### src/rtl/priority_arbiter_16.sv
// 16-way request arbiter with fixed-priority or round-robin selection,
// a bounded hold time per grant and a one-cycle release gap between grants.
module priority_arbiter_16 #(
  parameter int unsigned HOLD_MAX = 8
) (
  input  logic        clk,
  input  logic        rst,
  input  logic        mode,
  input  logic [15:0] req,
  input  logic        done,
  output logic [15:0] gnt,
  output logic        gnt_valid,
  output logic [3:0]  gnt_idx,
  output logic        none,
  output logic        timeout
);

  // Hold counter only needs to reach HOLD_MAX; keep at least one bit when disabled.
  localparam int unsigned CNT_W = (HOLD_MAX < 2) ? 1 : $clog2(HOLD_MAX + 1);

  typedef enum logic [1:0] {
    S_IDLE,
    S_GRANT,
    S_RELEASE
  } state_t;

  state_t             state_q, state_d;
  logic [15:0]        gnt_q, gnt_d;
  logic               valid_q, valid_d;
  logic [3:0]         idx_q, idx_d;
  logic [3:0]         ptr_q, ptr_d;
  logic [CNT_W-1:0]   cnt_q, cnt_d;
  logic               timeout_q, timeout_d;

  logic [3:0]         winner;
  logic               hold_hit;
  logic               release_now;

  // Mode 0: highest asserted index wins. Mode 1: first asserted index at or
  // above ptr, wrapping 15 -> 0.
  function automatic logic [3:0] pick_winner(input logic [15:0] r,
                                             input logic        m,
                                             input logic [3:0]  p);
    logic [3:0] w;
    logic [3:0] cand;
    w = '0;
    if (m) begin
      // Walk offsets from farthest to nearest so the nearest match is kept.
      for (int i = 15; i >= 0; i--) begin
        cand = p + 4'(i);
        if (r[cand]) w = cand;
      end
    end else begin
      for (int i = 0; i < 16; i++) begin
        if (r[i]) w = 4'(i);
      end
    end
    return w;
  endfunction

  // Winner selection and release conditions for the current grant.
  always_comb begin
    winner      = pick_winner(req, mode, ptr_q);
    hold_hit    = (HOLD_MAX != 0) && (cnt_q == CNT_W'(HOLD_MAX));
    release_now = done || !req[idx_q] || hold_hit;
  end

  // Next-state and next-output logic for the IDLE/GRANT/RELEASE sequence.
  always_comb begin
    // NOTE: every signal gets a default first so no path leaves one unassigned
    // (an unassigned path in always_comb would infer a latch).
    state_d   = state_q;
    gnt_d     = gnt_q;
    valid_d   = valid_q;
    idx_d     = idx_q;
    ptr_d     = ptr_q;
    cnt_d     = cnt_q;
    timeout_d = 1'b0;

    unique case (state_q)
      S_IDLE: begin
        if (req != '0) begin
          state_d = S_GRANT;
          gnt_d   = 16'd1 << winner;
          valid_d = 1'b1;
          idx_d   = winner;
          ptr_d   = winner + 4'd1;
          cnt_d   = CNT_W'(1);
        end else begin
          gnt_d   = '0;
          valid_d = 1'b0;
        end
      end
      S_GRANT: begin
        if (release_now) begin
          state_d   = S_RELEASE;
          gnt_d     = '0;
          valid_d   = 1'b0;
          cnt_d     = '0;
          // Only a pure hold-limit expiry counts as a forced release.
          timeout_d = hold_hit && !done && req[idx_q];
        end else begin
          cnt_d = cnt_q + CNT_W'(1);
        end
      end
      S_RELEASE: begin
        state_d = S_IDLE;
      end
      default: begin
        state_d = S_IDLE;
        gnt_d   = '0;
        valid_d = 1'b0;
      end
    endcase
  end

  // State register with synchronous reset that overrides every other input.
  always_ff @(posedge clk) begin
    // NOTE: sequential state uses non-blocking assignments so all registers
    // update together from values sampled at the same edge.
    if (rst) begin
      state_q   <= S_IDLE;
      gnt_q     <= '0;
      valid_q   <= 1'b0;
      idx_q     <= '0;
      ptr_q     <= '0;
      cnt_q     <= '0;
      timeout_q <= 1'b0;
    end else begin
      state_q   <= state_d;
      gnt_q     <= gnt_d;
      valid_q   <= valid_d;
      idx_q     <= idx_d;
      ptr_q     <= ptr_d;
      cnt_q     <= cnt_d;
      timeout_q <= timeout_d;
    end
  end

  assign gnt       = gnt_q;
  assign gnt_valid = valid_q;
  assign gnt_idx   = idx_q;
  assign timeout   = timeout_q;
  assign none      = (req == '0);

endmodule

### config.mk
export PLATFORM = sky130hd
export DESIGN_NAME = priority_arbiter_16
export DESIGN_NICKNAME = d
export VERILOG_FILES = /design/src/rtl/priority_arbiter_16.sv
export SDC_FILE = /design/constraint.sdc
export NUM_CORES = 1
export LEC_CHECK = 0
export ABC_AREA = 1
export CELL_PAD_IN_SITES_DETAIL_PLACEMENT = 0
export CELL_PAD_IN_SITES_GLOBAL_PLACEMENT = 1
export CORE_UTILIZATION = 39
export DETAILED_ROUTE_END_ITERATION = 16
export GPL_TIMING_DRIVEN = 0
export PLACE_DENSITY = 0.92
export SETUP_SLACK_MARGIN = 0.2
export SLEW_MARGIN = 20
export SYNTH_ARGS = -nofsm -noshare
export SYNTH_HDL_FRONTEND = slang
export SYNTH_SLANG_ARGS = --single-unit
### constraint.sdc
create_clock -name clk -period 4.9 [get_ports clk]
set_clock_uncertainty 0.2 [all_clocks]
set_input_delay 0.98 -clock clk [delete_from_list [all_inputs] [get_ports clk]]
set_output_delay 0.98 -clock clk [all_outputs]
set_load 0.03 [all_outputs]
# Yosys cells after proc, flatten, opt, wreduce, memory -nomap -nowiden
# Cells that the tools add are included.
# Widths: inputs -> output; s select.
# classes
n_shift,1
mux,78
n_reduce_logical,15
addsub,17
n_eq_ne,5
bitwise,3
order_cmp,17
n_mul,0
div_mod_pow,0
# op_table
operator,n
$mux 4,33
$lt 4x5->1 const B,17
$bmux 1 s4,17
$pmux 16 s3,1
$add 4x4->4 const B,8
$mux 16,2
$mux 1,20
$add 4x3->4 const B,4
$logic_not 16->1,1
$reduce_bool 16->1,1
$shl 1x4->16 const A,1
$add 4x1->4 const B,3
$add 4x2->4 const B,2
$pmux 4 s2,1
$reduce_and 2->1,4
$eq 4x4->1 const B,1
$mux 2,2
$ne 2x2->1 const B,2
$pmux 2 s2,1
$not 1->1,3
$pmux 1 s3,1
$reduce_or 3->1,1
$eq 2x1->1 const B,1
$eq 2x2->1 const B,1
other kinds (5),8
# totals
elab_cells,143
latchBits,0
ramBits,0
romBits,0
memories,0
reg_bits,32

# Depth between registers and ports, before layout
# Gate-level depths: netlist of the first run.
# logic_depth
ltp_word,23
ltp_mapped,36
depth_no_buf,34

# Least setup slack after synthesis of the first run
# OpenSTA, ideal clock, no wires.
# synth_timing
path_kind,reg-to-reg
startpoint,reg ptr_q[0]
endpoint,reg ptr_q[2]
path_stages_with_launch,34
period_less_slack_ps,3601
required_ps,4581
arrival_time_ps,3281
setup_slack_ps,1299
cell_sequence,dfxtp_1 -> inv_2 -> buf_2 -> buf_2 -> ha_1 -> inv_1 -> buf_4 -> nand3_1 -> nand3_1 -> nand2_1 -> nand2_1 -> nand2_4 -> a21oi_1 -> nand2_1 -> nand2_1 -> nand2_1 -> nand2_1 -> nand2_1 -> nand2_1 -> nand2_1 -> nand2_1 -> nand2_1 -> nand2_1 -> nand2_1 -> nand2_1 -> nand2_1 -> nand2_1 -> nand2_1 -> nand2_1 -> inv_1 -> ha_1 -> ha_1 -> o21ai_0 -> a21oi_1
# synth_between
elab_chain_len,21
elab_cells_between_ends,65
# synth_rtl
element,line_no,text
"start, declared",31,"logic [3:0] ptr_q, ptr_d;"
"start signal, assigned",134,ptr_q <= ptr_d;
$add 4x4->4,50,cand = p + 4'(i);
$bmux 1 s4,51,if (r[cand]) w = cand;
$mux 1 (implied by the code),51,
$mux 4 (15 in a row),51,
$mux 4 *,51,
$mux 4 *,47,if (m) begin
net winner[1],35,logic [3:0] winner;
$add 4x1->4 *,87,ptr_d = winner + 4'd1;
# Mark *: on every way through the listed nets, which the timed path passes. The rest lies on a longest branch. The select of a mux whose other input is x is not followed.
# A chain may end at the register's enable or synchronous reset.

# Worst setup path after layout of the first run
# layout_timing
startpoint,in req[8]
endpoint,out none
# layout_between
elab_chain_len,1
# layout_rtl
element,line_no,text
"start, declared",9,"input logic [15:0] req,"
$logic_not 16->1,144,assign none = (req == '0);
"end, declared",14,"output logic none,"
# Every way passes these cells.

==> run_results.csv, run 1 <==
group,metric,value,unit
layout,nNetsFinal,691,
routing,first_iter_violations,220,
layout,multiInputGateArea,2462,um2
synth,postSynthCellCount,609,
synth,synth_cell_types,43,
pwr,comb_power_share,0.840,
floorplan,die-area,9500,um2
layout,ff_latch_area,640.6,um2
worst_setup_path,crit_chain,"clkdlybuf4s50_1 -> nor4_1 -> nand4_1 -> inv_1 -> clkdlybuf4s50_1",
layout,area_growth,17.78,%
cts,cts_root_buf,"clkbuf_8",
worst_setup_path,cp_top_family,"buffers and inverters",
synth,synthesis.nets,643,
sta,setup_slack,0.6812,ns
synth,syn_area_per_cell,5.837,um2
layout,layout-drive-gt1-share,0.09589,
routing,avgRoutedWirePerCell,14.26,um
job,maxCapViolCount,0,
worst_setup_path,rr_startpoint,"ptr_q[0]",
synth,ys_seq_area_frac,0.1802,
sta,fin_crit_sh,0.8610,
cts,cts_tree,"built",
floorplan,core,8763,um2
worst_setup_path,slowest_delay,0.67,ns
global_route,grt-ovfl-total,0,
worst_setup_path,regToRegEndpoint,"ptr_q[2]",
worst_setup_path,slowest_stage,"clkdlybuf4s50_1",
layout,diodes,0,
routing,vias,4003,
synth,synth-async-reset-ratio,0,
worst_setup_path,r2r_slack,0.71,ns
layout,fillCellCount,930,
floorplan,num_io_pins,43,
sta,slew_headroom,0.6189,
placement,hpwl,8.438,mm
sta,fmax,0.2370,GHz
pwr,clockPowerShare,0.057,
placement,port_buffers,41,
sta,final-setup-viol-count,0,
global_route,antenna_found_initial,0,
global_route,grt_max_degree,14,
cts,cts_sinks,32,
sta,worst_pin_slew,0.5678,ns
layout,final_area,4187,um2
placement,gp_congestion,0.9133,
worst_setup_path,crit_end,"none",
sta,finalCriticalPeriod,4.219,ns
routing,via_per_inst,5.233,
floorplan,start_util,0.4056,
placement,dpl-instance-area,4100,um2
pwr,p_leak,2.087,nW
cts,cts_htree_levels,2,
pwr,p_int,1.375,mW
routing,drc,0,
sta,rsz0062_at_grt,"no",
cts,cts-hold-fix-buffers,0,
worst_setup_path,cp.arrival,3.04,ns
sta,fin_setup_tns,0,ns
floorplan,fp.dieH,97.47,um
synth,synth_flop_cell,"dfxtp_1",
worst_setup_path,end_kind,"output port",
routing,drt-total-wl,10.91,mm
global_route,grt_first_pass_wirelength,18.08,mm
pwr,powerDensity,818.9,nW/um2
worst_setup_path,path_common_cell,"clkdlybuf4s50_1",
hold_path,hold_path_class,"reg -> reg",
worst_setup_path,startpoint,"req[8]",
pwr,vdd_drop_max,0.0003188,V
synth,yosysWarnings,0,
worst_setup_path,cp.depth,5,
global_route,grt_pass1_vias,3873,
sta,hold_violations,0,
global_route,grtUsageTotal,0.2315,
sta,worst_hold_slack,0.2697,ns
worst_setup_path,reg2regPathDepth,33,
synth,synth_edf_count,0,
synth,syn-cell-area,3555,um2
synth,ys_seq_elements,32,
routing,detail-route-antenna-nets,0,
routing,dr.pass1.iters,5,
worst_setup_path,worst_setup_path_start_kind,"primary input",
pwr,netSwitchingPower,2.053,mW
cts,cts_made_buffers,5,
layout,fin_util,0.4777,
worst_setup_path,path_buf_inv,3,
placement,place_ws,0.5135,ns
hold_path,hold_start,"gnt_valid",
status,outcome,"finished clean",
worst_setup_path,worst-setup-path-type,"in -> out",
pwr,p_seq_frac,0.103,
cts,clk_path_buf_depth,2,
pwr,power,3.428,mW
placement,place_inst,758,
floorplan,rows,34,
layout,instances_no_fill,765,
cts,clk_latency,0.29,ns
pwr,switching_share,0.5989,
floorplan,die-width,97.47,um
worst_setup_path,cp.required,3.72,ns
sta,slew_violations,0,
cts,path_clk_slew,0.06,ns
worst_setup_path,critPathMaxFanout,5,
==> power groups by stage <==
stage,Combinational (mW),Clock (mW),Sequential [mW]
after floorplan,2.17,0,0.401
after global placement,2.80,0,0.356
after detailed placement,2.82,0,0.358
after CTS,2.83,0.199,0.353
after global routing,3.26,0.208,0.359
final,2.88,0.195,0.352
==> cell usage after synthesis (3+ instances only) <==
master | instances | area (um2)
a22oi_1 | 3 | 22.52
nor2_1 | 18 | 67.56
ha_1 | 14 | 175.2
nor3_2 | 3 | 30.03
nor4_1 | 4 | 25.02
nand2_4 | 5 | 56.30
clkbuf_1 | 5 | 18.77
buf_4 | 5 | 37.54
o21ai_0 | 16 | 80.08
inv_2 | 4 | 15.01
nand2_1 | 220 | 825.8
buf_2 | 5 | 25.02
nand2_2 | 8 | 50.05
nand3_2 | 4 | 40.04
nand4_1 | 3 | 18.77
buf_6 | 3 | 33.78
a21oi_1 | 73 | 365.4
xor2_1 | 4 | 35.03
dfxtp_1 | 32 | 640.6
inv_1 | 67 | 251.5
nand3_1 | 85 | 425.4
==> final cells by class <==
cell class              instances  area share
multi-input cells             481      0.5882
inverters                      75     0.07053
flip-flops and latches         32      0.1530
clock inverters                 1    0.001195
well taps                     108     0.03228
plain buffers                  21     0.03945
clock buffers                   6     0.01733
repair buffers                 41     0.09803
==> worst min path at each step <==
stage / to / slack (ns) / cells after the start
floorplan: cnt_q[3] / 0.32 / 2
global placement: gnt_valid / 0.25 / 2
detailed placement: gnt[0] / 0.26 / 2
CTS: gnt[10] / 0.27 / 2
global route: gnt[0] / 0.29 / 2
finish: gnt_valid / 0.27 / 2
==> worst min-delay path, delay by kind of cell, from the launching register on <==
kind	cells	cell delay [ns]
AOI/OAI and AO/OA	1	0.05
and+or+nand+nor	1	0.06
DFF	1	0.31
==> metal layers <==
layer,GRT usage,wire length [um],vias up
li1,-,-,2071
met1,0.2959,4915,1809
met2,0.3975,5223,102
met3,0.01799,488,21
met4,0.1007,283,0
met5,0,0,-
==> sequential cells by signal (all words and copies together), names as in the netlist <==
register / flops
state_q: 2
timeout: 1
ptr_q: 4
gnt: 16
cnt_q: 4
gnt_idx: 4
gnt_valid: 1
==> layout by cell type (no fill, tap or decap), types with 3 or more instances in the layout <==
| cell | count |
|---|---|
| clkdlybuf4s50_1 | 41 |
| dfxtp_1 | 32 |
| clkbuf_1 | 6 |
| nor2_1 | 18 |
| a21oi_2 | 3 |
| inv_2 | 4 |
| inv_1 | 67 |
| a22oi_1 | 3 |
| buf_6 | 3 |
| nor3_2 | 3 |
| buf_4 | 5 |
| nand2_1 | 219 |
| a21oi_1 | 72 |
| buf_2 | 4 |
| clkbuf_8 | 5 |
| nand4_1 | 3 |
| ha_1 | 14 |
| xor2_1 | 4 |
| nor4_1 | 4 |
| nand3_1 | 85 |
| o21ai_0 | 16 |
| nand2_4 | 5 |
| nand2_2 | 9 |
| nand3_2 | 4 |
==> cells by family after synthesis <==
logic type,share of synthesized area
xor+xnor,0.03168
flops,0.1802
fa+ha+maj,0.04928
buf+inv,0.1288
simple gates,0.4555
compound gates,0.1545
==> timing repair <==
item                                   4_1_cts  5_1_grt
gates resized for setup                      0        3
setup endpoints to repair                    0        8
buffers inserted                             0        0
endpoints found under the hold margin        0        0
Note: power is estimated with default switching activity, not from simulation.
==> run 2, diff against run 1 <==
--- a/config.mk
+++ b/config.mk
@@ -8,9 +8,11 @@
 export ABC_AREA = 1
 export CELL_PAD_IN_SITES_DETAIL_PLACEMENT = 0
 export CELL_PAD_IN_SITES_GLOBAL_PLACEMENT = 1
+export CORE_MARGIN = 2
 export CORE_UTILIZATION = 39
 export DETAILED_ROUTE_END_ITERATION = 16
 export GPL_TIMING_DRIVEN = 0
+export HOLD_SLACK_MARGIN = 0.05
 export PLACE_DENSITY = 0.92
 export SETUP_SLACK_MARGIN = 0.2
 export SLEW_MARGIN = 20
==> run_results.csv, run 2 (synthesis gave the netlist of run 1 again) <==
group,metric,value,unit
sta,fmax,0.2342,GHz
layout,fin_util,0.4786,
routing,dr.pass1.iters,5,
cts,cts_tree,"built",
floorplan,core,8763,um2
hold_path,hold_end,"gnt[10]",
pwr,powerDensity,815.9,nW/um2
layout,final_cell_mix,"220 x nand2_1, 85 x nand3_1, 72 x a21oi_1",
sta,fin_setup_tns,0,ns
layout,fillCellCount,936,
worst_setup_path,worst-setup-path-type,"reg -> reg",
sta,finalCriticalPeriod,4.270,ns
worst_setup_path,regToRegEndpoint,"ptr_q[2]",
sta,rsz0062_at_grt,"no",
pwr,netSwitchingPower,2.046,mW
floorplan,die-width,99.47,um
pwr,p_leak,2.094,nW
layout,final_area,4194,um2
layout,nNetsFinal,691,
placement,gp_congestion,0.9253,
pwr,p_int,1.376,mW
routing,via_per_inst,5.235,
layout,final_common_cell,"nand2_1",
routing,avgRoutedWirePerCell,14.08,um
layout,ff_latch_area,640.6,um2
layout,largest_register_ffs,16,
cts,clk_path_buf_depth,2,
worst_setup_path,end_kind,"register",
job,maxCapViolCount,0,
hold_path,hold_start,"gnt[10]",
sta,fin_crit_sh,0.8714,
floorplan,num_io_pins,43,
worst_setup_path,cp.required,4.88,ns
status,outcome,"finished clean",
global_route,grt_first_pass_wirelength,18.07,mm
worst_setup_path,path_buf_inv,6,
routing,drt-total-wl,10.79,mm
pwr,comb_power_share,0.837,
worst_setup_path,slowest_delay,0.34,ns
worst_setup_path,cp.arrival,4.25,ns
worst_setup_path,r2r_slack,0.63,ns
layout,diodes,0,
floorplan,fp.dieH,99.47,um
pwr,p_seq_frac,0.103,
sta,hold_violations,0,
pwr,vdd_drop_max,0.0002786,V
global_route,grtUsageTotal,0.2240,
layout,multiInputGateArea,2460,um2
floorplan,die-area,9894,um2
placement,hpwl,8.428,mm
sta,slew_headroom,0.6020,
worst_setup_path,worst_setup_path_start_kind,"register",
worst_setup_path,cp_top_family,"simple AND/OR/NAND/NOR gates",
sta,final-setup-viol-count,0,
global_route,grt-ovfl-total,0,
cts,clk_latency,0.29,ns
sta,slew_violations,0,
worst_setup_path,path_common_cell,"nand2_1",
cts,cts_root_buf,"clkbuf_8",
pwr,clockPowerShare,0.059,
hold_path,whs_path_depth,2,
placement,port_buffers,41,
placement,dpl-instance-area,4100,um2
cts,path_clk_slew,0.07,ns
layout,layout-drive-gt1-share,0.09726,
sta,worst_pin_slew,0.5930,ns
floorplan,rows,34,
worst_setup_path,reg2regPathDepth,33,
pwr,power,3.422,mW
pwr,switching_share,0.5978,
worst_setup_path,critPathMaxFanout,10,
routing,vias,4010,
routing,drc,0,
cts,cts_sinks,32,
global_route,grt_pass1_vias,3890,
cts,cts_made_buffers,5,
global_route,antenna_found_initial,0,
cts,cts_htree_levels,2,
routing,first_iter_violations,223,
global_route,grt_max_degree,14,
routing,detail-route-antenna-nets,0,
floorplan,start_util,0.4056,
worst_setup_path,slowest_stage,"dfxtp_1",
layout,area_growth,17.99,%
hold_path,hold_path_class,"reg -> reg",
worst_setup_path,rr_startpoint,"ptr_q[0]",
## run 2: changes by cell type in the layout (fill, tap and decap cells not counted)
cell	before	now
clkbuf_1	6	5
clkinv_2	2	3
clkinv_4	1	2
nand2_1	219	220
nand2_2	9	8
## run 2: worst min-delay path, delay by kind of cell (launching register included)
kind | cells | cell delay, ns
compound gates | 1 | 0.05
flops | 1 | 0.31
simple gates | 1 | 0.06
## run 2: worst max path at each step
| stage | start | end | slack [ns] | cells past startpoint |
|---|---|---|---|---|
| 2_1_floorplan | ptr_q[0] | ptr_q[2] | 1.30 | 33 |
| 3_3_place_gp | req[12] | ptr_q[2] | 0.54 | 30 |
| 3_5_place_dp | req[5] | ptr_q[2] | 0.51 | 30 |
| 4_1_cts | ptr_q[0] | ptr_q[2] | 0.66 | 33 |
| 5_1_grt | ptr_q[0] | ptr_q[2] | 0.23 | 31 |
| 6_report | ptr_q[0] | ptr_q[2] | 0.63 | 33 |
## run 2: metrics by stage
step           worst slack, ns  hold WS [ns]  instances
2_1_floorplan            1.299        0.3223        609
3_3_place_gp            0.5375        0.2527        758
3_5_place_dp            0.5094        0.2560        758
4_1_cts                 0.6590        0.2676        766
5_1_grt                 0.2254        0.2918        766
6_report                0.6300        0.2631        766
## run 2: area by class of cell
class | instances | share of cell area
clock buffers | 5 | 0.01641
clock inverters | 3 | 0.004475
plain buffers | 21 | 0.03938
multi-input cells | 481 | 0.5865
well taps | 108 | 0.03222
flip-flops and latches | 32 | 0.1527
inverters | 75 | 0.07041
repair buffers | 41 | 0.09785
## run 2: metal layers
metal	vias up	GRT usage	routed length, um
met1	1779	0.2833	4795
met3	22	0.02530	585
met4	0	0.09168	291
met2	140	0.3872	5115
li1	2069	-	-
met5	-	0	0
## run 2: repair_timing
item                                    in CTS  in global routing
hold buffers                                 0                  0
buffers inserted                             0                  0
endpoints found under the setup margin       0                  5
resized for setup                            0                  2
## run 2: power groups by stage
stage | logic (mW) | clock network, mW | registers [mW]
CTS | 2.84 | 0.210 | 0.352
global placement | 2.80 | 0 | 0.356
global route | 3.27 | 0.220 | 0.359
floorplan | 2.17 | 0 | 0.401
finish | 2.87 | 0.203 | 0.353
detailed placement | 2.83 | 0 | 0.357
